===== config.mk =====
export PLATFORM = sky130hd
export DESIGN_NAME = keypad_scan_ctrl
export DESIGN_NICKNAME = d
export VERILOG_FILES = /design/src/rtl/keypad_scan_ctrl.sv
export SDC_FILE = /design/constraint.sdc
export NUM_CORES = 1
export LEC_CHECK = 0
export BUFFER_PORTS_ARGS = -buffer_cell sky130_fd_sc_hd__buf_2
export CAP_MARGIN = 30
export CORE_MARGIN = 2
export CORE_UTILIZATION = 55
export CTS_BUF_LIST = sky130_fd_sc_hd__clkbuf_4 sky130_fd_sc_hd__clkbuf_8
export DETAILED_ROUTE_END_ITERATION = 12
export GPL_ROUTABILITY_DRIVEN = 0
export PLACE_DENSITY = 0.83
export SKIP_CTS_REPAIR_TIMING = 1
export SLEW_MARGIN = 25
export SYNTH_ARGS = -nofsm -noshare
export SYNTH_HDL_FRONTEND = slang
export SYNTH_SLANG_ARGS = --single-unit

===== constraint.sdc =====
create_clock -name iclk -period 8.9 [get_ports iclk]
set_input_delay 0.89 -clock iclk [delete_from_list [all_inputs] [get_ports iclk]]
set_output_delay 0.89 -clock iclk [all_outputs]
set_load 0.01 [all_outputs]

===== src/rtl/keypad_scan_ctrl.sv =====
// 4x4 active-low keypad scanner: column stepping, frame debounce, key-code event FIFO.
// Optional KEYPAD_RELEASE_EVT_EN also queues release events (code | 8'h80) after presses.
module keypad_scan_ctrl #(
    parameter int SCAN_DIV        = 1000,
    parameter int DEBOUNCE_FRAMES = 4,
    parameter int FIFO_DEPTH      = 4
) (
    input  logic        iclk,
    input  logic        inrest,
    input  logic [3:0]  iROW,
    output logic [3:0]  oCOL,
    input  logic        iRD,
    input  logic        iCLR_OVF,
    output logic [7:0]  oKEYNUM,
    output logic        oVALID,
    output logic        oIRQ,
    output logic [15:0] oKEYST,
    output logic        oOVF
);
    localparam int PW = $clog2(SCAN_DIV);
    localparam int DW = $clog2(DEBOUNCE_FRAMES + 1);
    localparam int AW = $clog2(FIFO_DEPTH);
    localparam logic [PW-1:0] PRESC_MAX = PW'(SCAN_DIV - 1);
    localparam logic [DW-1:0] DB_MAX    = DW'(DEBOUNCE_FRAMES);
    localparam logic [AW:0]   FULL      = (AW+1)'(FIFO_DEPTH);

    typedef enum logic {SCAN, PUSH} state_t;

    state_t        state_q, state_d;
    logic [1:0]    col_q, col_d;
    logic [PW-1:0] presc_q, presc_d;
    logic [3:0]    sync1_q, sync2_q;
    logic [15:0]   raw_q, raw_d, prev_q, prev_d, keyst_q, keyst_d, pend_q, pend_d;
    logic [DW-1:0] dcnt_q, dcnt_d;
`ifdef KEYPAD_RELEASE_EVT_EN
    logic [15:0]   rel_q, rel_d;
`endif

    logic [15:0]   src;
    logic [3:0]    low_idx;
    logic          push_req;
    logic [7:0]    push_code;

    function automatic logic [7:0] key_code(input logic [3:0] idx);
        case (idx)
            4'd0:  key_code = 8'h01;  4'd1:  key_code = 8'h02;
            4'd2:  key_code = 8'h03;  4'd3:  key_code = 8'h0A;
            4'd4:  key_code = 8'h04;  4'd5:  key_code = 8'h05;
            4'd6:  key_code = 8'h06;  4'd7:  key_code = 8'h0B;
            4'd8:  key_code = 8'h07;  4'd9:  key_code = 8'h08;
            4'd10: key_code = 8'h09;  4'd11: key_code = 8'h0C;
            4'd12: key_code = 8'h00;  4'd13: key_code = 8'h0F;
            4'd14: key_code = 8'h0E;  default: key_code = 8'h0D;
        endcase
    endfunction

    // Presses drain before releases; lowest bit index first within each set.
    always_comb begin
`ifdef KEYPAD_RELEASE_EVT_EN
        src = (pend_q != 16'h0) ? pend_q : rel_q;
`else
        src = pend_q;
`endif
        low_idx = 4'd0;
        for (int i = 15; i >= 0; i--)
            if (src[i]) low_idx = 4'(i);
    end

    always_comb begin
        state_d   = state_q;
        col_d     = col_q;
        presc_d   = presc_q;
        raw_d     = raw_q;
        prev_d    = prev_q;
        keyst_d   = keyst_q;
        dcnt_d    = dcnt_q;
        pend_d    = pend_q;
`ifdef KEYPAD_RELEASE_EVT_EN
        rel_d     = rel_q;
`endif
        push_req  = 1'b0;
        push_code = 8'hFF;
        case (state_q)
            SCAN: begin
                if (presc_q == PRESC_MAX) begin
                    presc_d = '0;
                    col_d   = col_q + 2'd1;
                    for (int r = 0; r < 4; r++)
                        raw_d[{2'(r), col_q}] = ~sync2_q[r];
                    if (col_q == 2'd3) begin
                        if (raw_d == prev_q)
                            dcnt_d = (dcnt_q == DB_MAX) ? DB_MAX : dcnt_q + DW'(1);
                        else
                            dcnt_d = DW'(1);
                        prev_d = raw_d;
                        if (dcnt_d == DB_MAX && raw_d != keyst_q) begin
                            keyst_d = raw_d;
                            pend_d  = raw_d & ~keyst_q;
`ifdef KEYPAD_RELEASE_EVT_EN
                            rel_d   = keyst_q & ~raw_d;
                            if (pend_d != 16'h0 || rel_d != 16'h0) state_d = PUSH;
`else
                            if (pend_d != 16'h0) state_d = PUSH;
`endif
                        end
                    end
                end else begin
                    presc_d = presc_q + PW'(1);
                end
            end
            PUSH: begin
                push_req = 1'b1;
`ifdef KEYPAD_RELEASE_EVT_EN
                if (pend_q != 16'h0) begin
                    push_code       = key_code(low_idx);
                    pend_d[low_idx] = 1'b0;
                end else begin
                    push_code      = key_code(low_idx) | 8'h80;
                    rel_d[low_idx] = 1'b0;
                end
                if (pend_d == 16'h0 && rel_d == 16'h0) state_d = SCAN;
`else
                push_code       = key_code(low_idx);
                pend_d[low_idx] = 1'b0;
                if (pend_d == 16'h0) state_d = SCAN;
`endif
            end
            default: state_d = SCAN;
        endcase
    end

    always_ff @(posedge iclk or negedge inrest) begin
        if (!inrest) begin
            state_q <= SCAN;
            col_q   <= 2'd0;
            presc_q <= '0;
            sync1_q <= 4'h0;
            sync2_q <= 4'h0;
            raw_q   <= 16'h0;
            prev_q  <= 16'h0;
            keyst_q <= 16'h0;
            dcnt_q  <= '0;
            pend_q  <= 16'h0;
`ifdef KEYPAD_RELEASE_EVT_EN
            rel_q   <= 16'h0;
`endif
        end else begin
            state_q <= state_d;
            col_q   <= col_d;
            presc_q <= presc_d;
            sync1_q <= iROW;
            sync2_q <= sync1_q;
            raw_q   <= raw_d;
            prev_q  <= prev_d;
            keyst_q <= keyst_d;
            dcnt_q  <= dcnt_d;
            pend_q  <= pend_d;
`ifdef KEYPAD_RELEASE_EVT_EN
            rel_q   <= rel_d;
`endif
        end
    end

    // Event FIFO; head and valid are registered from the post-operation state.
    logic [7:0]  mem_q [FIFO_DEPTH];
    logic [AW-1:0] wr_q, wr_d, rd_q, rd_d, head_idx;
    logic [AW:0] cnt_q, cnt_d;
    logic        do_push, do_pop, ovf_set;
    logic [7:0]  head_q, head_d;
    logic        valid_q, irq_q, ovf_q, ovf_d;

    always_comb begin
        do_pop   = iRD && (cnt_q != '0);
        do_push  = push_req && ((cnt_q != FULL) || do_pop);
        ovf_set  = push_req && (cnt_q == FULL) && !do_pop;
        wr_d     = do_push ? wr_q + AW'(1) : wr_q;
        rd_d     = do_pop ? rd_q + AW'(1) : rd_q;
        cnt_d    = cnt_q + (AW+1)'(do_push) - (AW+1)'(do_pop);
        head_idx = rd_d;
        if (cnt_d == '0)
            head_d = 8'hFF;
        else if (do_push && wr_q == head_idx)
            head_d = push_code;
        else
            head_d = mem_q[head_idx];
        ovf_d = (ovf_q & ~iCLR_OVF) | ovf_set;
    end

    always_ff @(posedge iclk) begin
        if (do_push) mem_q[wr_q] <= push_code;
    end

    always_ff @(posedge iclk or negedge inrest) begin
        if (!inrest) begin
            wr_q    <= '0;
            rd_q    <= '0;
            cnt_q   <= '0;
            head_q  <= 8'hFF;
            valid_q <= 1'b0;
            irq_q   <= 1'b0;
            ovf_q   <= 1'b0;
        end else begin
            wr_q    <= wr_d;
            rd_q    <= rd_d;
            cnt_q   <= cnt_d;
            head_q  <= head_d;
            valid_q <= (cnt_d != '0);
            irq_q   <= (cnt_d != '0);
            ovf_q   <= ovf_d;
        end
    end

    assign oCOL    = ~(4'b0001 << col_q);
    assign oKEYNUM = head_q;
    assign oVALID  = valid_q;
    assign oIRQ    = irq_q;
    assign oKEYST  = keyst_q;
    assign oOVF    = ovf_q;
endmodule


**After elaboration in Yosys (flattened, before gate mapping)**

Memories as Yosys holds them, arrays and structs flattened.
Cells that the tools add are included.

- Muxes and demuxes: 53
- Shift operators: 1
- Eq/ne operators: 12
- Bitwise logic cells: 13
- Magnitude comparators: 10
- Reduce and logical (&&, ||, !) cells: 22
- Add/sub/neg operators: 7

Operator list:

| cell | number |
|---|---|
| 16-bit bitwise mux | 4 |
| 4-bit two-way mux | 16 |
| 16-bit two-way mux | 3 |
| 16-bit AND | 2 |
| 16-bit inverter | 2 |
| 16-bit one-hot mux with 2 select lines | 1 |
| 8-bit two-way mux | 3 |
| 16-bit equality test | 1 |
| 16-bit logical NOT | 1 |
| 16-bit != test | 1 |
| 16-bit nonzero test | 1 |
| 4-bit by 5-bit less-than comparator with 1-bit output (second input constant) | 3 |
| 3-bit two-way mux | 5 |
| 1-bit two-way mux | 13 |
| 4-bit by 1-bit greater-or-equal comparator with 1-bit output (second input constant) | 3 |
| 1-bit logical AND | 11 |
| 10-bit by 1-bit adder with 10-bit output (second input constant) | 1 |
| 10-bit equality test (second input constant) | 1 |
| 10-bit two-way mux | 1 |
| 3-bit equality test (second input constant) | 3 |
| 1-bit demux with 2-bit select | 4 |
| 2-bit by 1-bit adder with 2-bit output (second input constant) | 3 |
| 2-bit != test (second input constant) | 3 |
| 1-bit inverter | 6 |
| 24 further kinds | 26 |

- RAM bits: 32
- Register bits: 105
- Word-level logic and storage cells: 136
- Memories kept: 2
- Output and inout bits: 31
- Input bits: 8
- Bits in read-only memories: 64

Memories:

| memory | depth | width | read ports | clocked after Yosys merged registers in | write ports | line | text |
|---|---|---|---|---|---|---|---|
| (no name shown) | 16 | 4 | 1 | 0 | 0 | 45 | `case (idx)` |
| mem_q | 4 | 8 | 1 | 0 | 1 | 165 | `logic [7:0] mem_q [FIFO_DEPTH];` |

**Logic depth before layout (Yosys ltp)**

- Word-level depth: 25
- Gate-level depth with buffers: 14
- Gate-level depth less buffers: 12

**Worst setup path after synthesis**

Ideal clock, no wire load.

- Path kind: input to register
- From: input iRD
- To: register head_q[0] (netlist: oKEYNUM[0])
- Arrival time: 3.034 ns
- Library setup time: 0.082 ns
- Stages: 13
- Data required time: 8.818 ns
- Path buffers: 1
- Setup slack: 5.784 ns
- Cells stage by stage: nor4b_1 nor2_1 inv_1 ha_1 inv_1 ha_1 inv_1 fa_1 xnor2_1 xnor2_1 or3_1 clkbuf_1 o211ai_1

- Cells in the longest elaborated chain, start to end: 7
- Elaborated cells between the ends (all ways): 12
- Those cells by class: add/sub (2); eq/ne (1); mux (3); reduce/logical (5); memory (1)

RTL lines:

| what | line | text |
|---|---|---|
| start, declared | 12 | `input logic iRD,` |
| 1-bit logical AND * | 173 | `do_pop = iRD && (cnt_q != '0);` |
| 1-bit logical OR | 174 | `do_push = push_req && ((cnt_q != FULL) \|\| do_pop);` |
| 1-bit logical AND | 174 |  |
| 3-bit by 1-bit adder with 3-bit output | 178 | `cnt_d = cnt_q + (AW+1)'(do_push) - (AW+1)'(do_pop);` |
| 3-bit by 1-bit subtractor with 3-bit output * | 178 |  |
| net cnt_d[2] | 167 | `logic [AW:0] cnt_q, cnt_d;` |
| 3-bit logical NOT * | 180 | `if (cnt_d == '0)` |
| 8-bit two-way mux * | 180 |  |
| net head_d[0] | 169 | `logic [7:0] head_q, head_d;` |
| end signal, assigned | 198 | `head_q <= 8'hFF;` |
| end signal, assigned | 206 | `head_q <= head_d;` |
| end, declared | 169 |  |

The timed path passes the listed nets; every way through them passes the cells marked *.
A chain may end at the register's enable or synchronous reset.

**Final worst setup path**

- From: register state_q
- To: register head_q[1] (netlist: oKEYNUM[1])

- Cells in the longest elaborated chain, start to end: 6
- Elaborated cells between the ends (all ways): 9
- Those cells by class: add/sub (2); mux (4); reduce/logical (3)

RTL lines:

| what | line | text |
|---|---|---|
| start, declared | 29 | `state_t state_q, state_d;` |
| start signal, assigned | 148 | `state_q <= state_d;` |
| 1-bit two-way mux | 83 | `case (state_q)` |
| 1-bit logical AND | 174 |  |
| 3-bit by 1-bit adder with 3-bit output | 178 |  |
| 3-bit by 1-bit subtractor with 3-bit output | 178 |  |
| net cnt_d[2] | 167 |  |
| 3-bit logical NOT | 180 |  |
| 8-bit two-way mux | 180 |  |
| net head_d[1] | 169 |  |

The timed path passes the listed nets, and every way through them passes these cells.

==> metrics.md <==
| Metric | Value |
|---|---|
| Outcome | finished clean |
| Aggregate global-route resource usage | 0.242 |
| Cell-by-cell trace of the critical path | buf_4 > inv_1 > nor2_1 > inv_1 > ha_1 > inv_1 > ha_1 > inv_1 > fa_1 > xnor2_1 > xnor2_1 > or3_1 > o211ai_1 |
| Count of final setup violators | 0 |
| Most common cell after layout, fill and taps aside | nand2_1 |
| Worst Max-Slew Pin Slew | 0.947 ns |
| Static leakage | 0.00327 µW |
| Async set-or-reset flop fraction in the synthesized netlist | 0.836 |
| Post-route worst setup slack | 5.48 ns |
| Final antenna-violating net count | 0 |
| Detailed placement HPWL | 10,100 µm |
| Via count of the first global-routing pass | 4,913 |
| Antenna fix cells | 0 |
| Total power per unit cell area | 178 mW/mm² |
| CTS buffer count | 17 |
| Type of the most critical hold path | flip-flop to flip-flop |
| Count of port buffers added during placement | 38 |
| Total buffers and inverters traversed by the critical path | 5 |
| Count of yosys warnings during synthesis | 0 |
| I/O pin cnt | 39 |
| Kind of critical path | flip-flop to flip-flop |
| Cell family contributing the most delay on the critical path | buffers and inverters |
| Cell area after placement | 0.00670 mm² |
| Post-layout min period | 3.42 ns |
| Endpoint kind of the worst setup timing path | flip-flop |
| Netlist cell types | 56 |
| Flip-flop and latch count after synthesis | 122 |
| Ratio of routed vias to standard cells | 5.87 |
| DRC viols | 0 |
| TNS Setup | 0 ns |
| Clock network latency to the later pin of the worst-skew pair | 0.45 ns |
| Final instance area | 0.00717 mm² |
| Clock root cell | clkbuf_8 |
| Arrival time reported for the critical path endpoint | 3.79 ns |
| Slowest stage delay, CP | 0.49 ns |
| Number of cells produced by synthesis | 637 |
| Worst slack, placed | 5.44 ns |
| Clock slew seen by the registers of the worst setup and hold paths | 0.07 ns |
| Predominant post-synthesis flop cell | dfrtp_1 |
| Maxcap violations | 0 |
| Sum of overflow across all layers after global routing | 0 |
| Worst vdd ir | 0.144 mV |
| Maximum number of buffers from clock root to sink | 2 |
| Final worst path period share | 0.384 |
| Max Transition Viols Final | 0 |
| Count of final hold-check violations | 0 |
| Fmax | 292 MHz |
| Final cell count without fillers | 835 |
| Leading cell types in the layout, fill and taps excluded | nand2_1, dfrtp_1, inv_1 |
| Mapped Nets | 680 |
| Required time of the worst setup path | 9.27 ns |
| Setup repair after global routing missed its margin | no |
| Global-route wire length before repair | 24,000 µm |
| Total power | 1280 µW |
| TritonCTS clock tree | yes |
| Mean area per synthesized cell | 10.1 µm² |
| Max-slew headroom | 0.367 |
| Number of H-tree levels | 4 |
| Max Clock Skew | 0.00916 ns |
| Total Routed Length | 14,300 µm |
| Number of instances in the placed design | 802 |
| Layout Area Growth over Synthesis | 11.7% |
| Critical-path top delay cell | nor2_1 |
| Worst Setup Start Kind | flip-flop |
| Clock sink count | 122 |
| Placeable core area | 0.0114 mm² |
| Detailed Routing Iterations Pass 1 | 5 |
| Number of antenna violations at the first check in global routing | 0 |
| Number of synthesized flops with an enable pin | 20 |
| Most Frequent Cell on Critical Path | inv_1 |
| Die area | 0.0126 mm² |
| Die Width | 112 µm |
| Final-stage net count | 722 |
| Sequential share of the synthesized area | 0.492 |
| Post-synth design cell area | 0.00642 mm² |
| Overall die height | 112 µm |
| Share of cells above drive strength 1 | 0.152 |
| Via count | 4,902 |
| Largest net degree at the start of global routing | 64 |
| Rows | 39 |
| Effective utilization at floorplan | 0.562 |
| Max Fanout on Critical Path | 38 |
| Initial DRC Count | 489 |
| Wirelength per Cell | 17.1 µm |
Yosys cell counts (2+ instances only):
cell,count,area [µm²]
nor4_1,14,87.6
or4_1,2,15.0
a21o_1,2,15.0
and2_1,5,31.3
a21boi_0,3,22.5
a22oi_1,3,22.5
clkbuf_1,13,48.8
nand4_1,9,56.3
and3_1,18,113
o31ai_1,2,15.0
and4_1,3,26.3
mux2_4,10,150
o21ai_1,6,30.0
o21ai_0,30,150
o211ai_1,3,22.5
or3_1,6,37.5
nor2_1,19,71.3
inv_1,43,161
nand2_1,138,518
a21oi_1,23,115
nor3_1,6,30.0
o22ai_1,2,12.5
xor2_1,3,26.3
dfrtp_1,97,2430
nand3_1,13,65.1
mux2_2,6,67.6
mux2i_1,19,190
ha_1,34,425
o311ai_0,3,26.3
buf_4,4,30.0
mux4_1,2,52.6
mux4_2,3,67.6
edfxtp_1,20,601
xnor2_1,12,105
nand2b_1,33,206
nor4_2,4,50.1
dfstp_2,5,131
worst reg2reg max path, delay by kind of cell (launching register included):
family / cells / cell delay, ns
buffers and inverters: 5 / 0.91
AOI/OAI and AO/OA: 1 / 0.13
xor gates and xnor gates: 2 / 0.29
DFF: 1 / 0.32
and+or+nand+nor: 2 / 0.90
adders and majority gates: 3 / 0.80
power breakdown:
group | leakage, µW | internal [µW] | switching (µW)
sequential | 0.00147 | 582 | 14.5
combinational | 0.00157 | 48.5 | 67.7
clock | 0.000234 | 334 | 230
logic make-up after synthesis:
logic type | Yosys count | synth area share
AO/OA/AOI/OAI | 85 | 0.0776
XOR/XNOR | 15 | 0.0205
adder cells (fa/ha/maj) | 35 | 0.0694
buffers and inverters | 63 | 0.0446
flip-flops | 122 | 0.492
multiplexers | 40 | 0.0822
AND/OR/NAND/NOR | 277 | 0.214
worst paths after layout:
check	cells past startpoint	to	slack, ns	from
setup reg to reg	13	oKEYNUM[1]	5.48	state_q
hold / removal	0	sync2_q[0]	0.35	sync1_q[0]
min in group asynchronous	1	pend_q[12]	0.43	inrest
max in group asynchronous	2	col_q[0]	7.29	inrest
hold reg to reg	0	sync2_q[0]	0.35	sync1_q[0]
setup / recovery	13	oKEYNUM[1]	5.48	state_q
metrics by stage:
stage	hold WS [ns]	utilization
floorplan	0.331	-
global placement	0.332	0.586
detailed placement	0.336	0.587
CTS	0.353	0.627
global route	0.354	0.628
finish	0.352	0.628
flip-flops by register name (all words and copies together) (netlist names):
| name | flops |
|---|---|
| raw_q | 16 |
| prev_q | 16 |
| presc_q | 10 |
| oOVF | 1 |
| oKEYST | 16 |
| wr_q | 2 |
| pend_q | 16 |
| dcnt_q | 3 |
| sync1_q | 4 |
| rd_q | 2 |
| col_q | 2 |
| state_q | 1 |
| oIRQ | 1 |
| oKEYNUM | 5 |
| cnt_q | 3 |
| mem_q | 20 |
| sync2_q | 4 |
per-layer routing:
metal / vias to the layer above / GRT usage / wire, µm
li1: 2298 / - / -
met1: 2366 / 0.317 / 6160
met2: 207 / 0.387 / 6900
met3: 31 / 0.0621 / 936
met4: 0 / 0.101 / 299
met5: - / 0 / 0
final cells by class:
type	instances	area, µm²
Clock buffer	17	234
Clock inverter	15	223
Fill cell	890	4250
Inverter	43	161
Multi-Input combinational cell	452	2980
Sequential cell	122	3160
Tap cell	143	179
Timing Repair Buffer	43	230
Power figures use the tool's default switching activity.
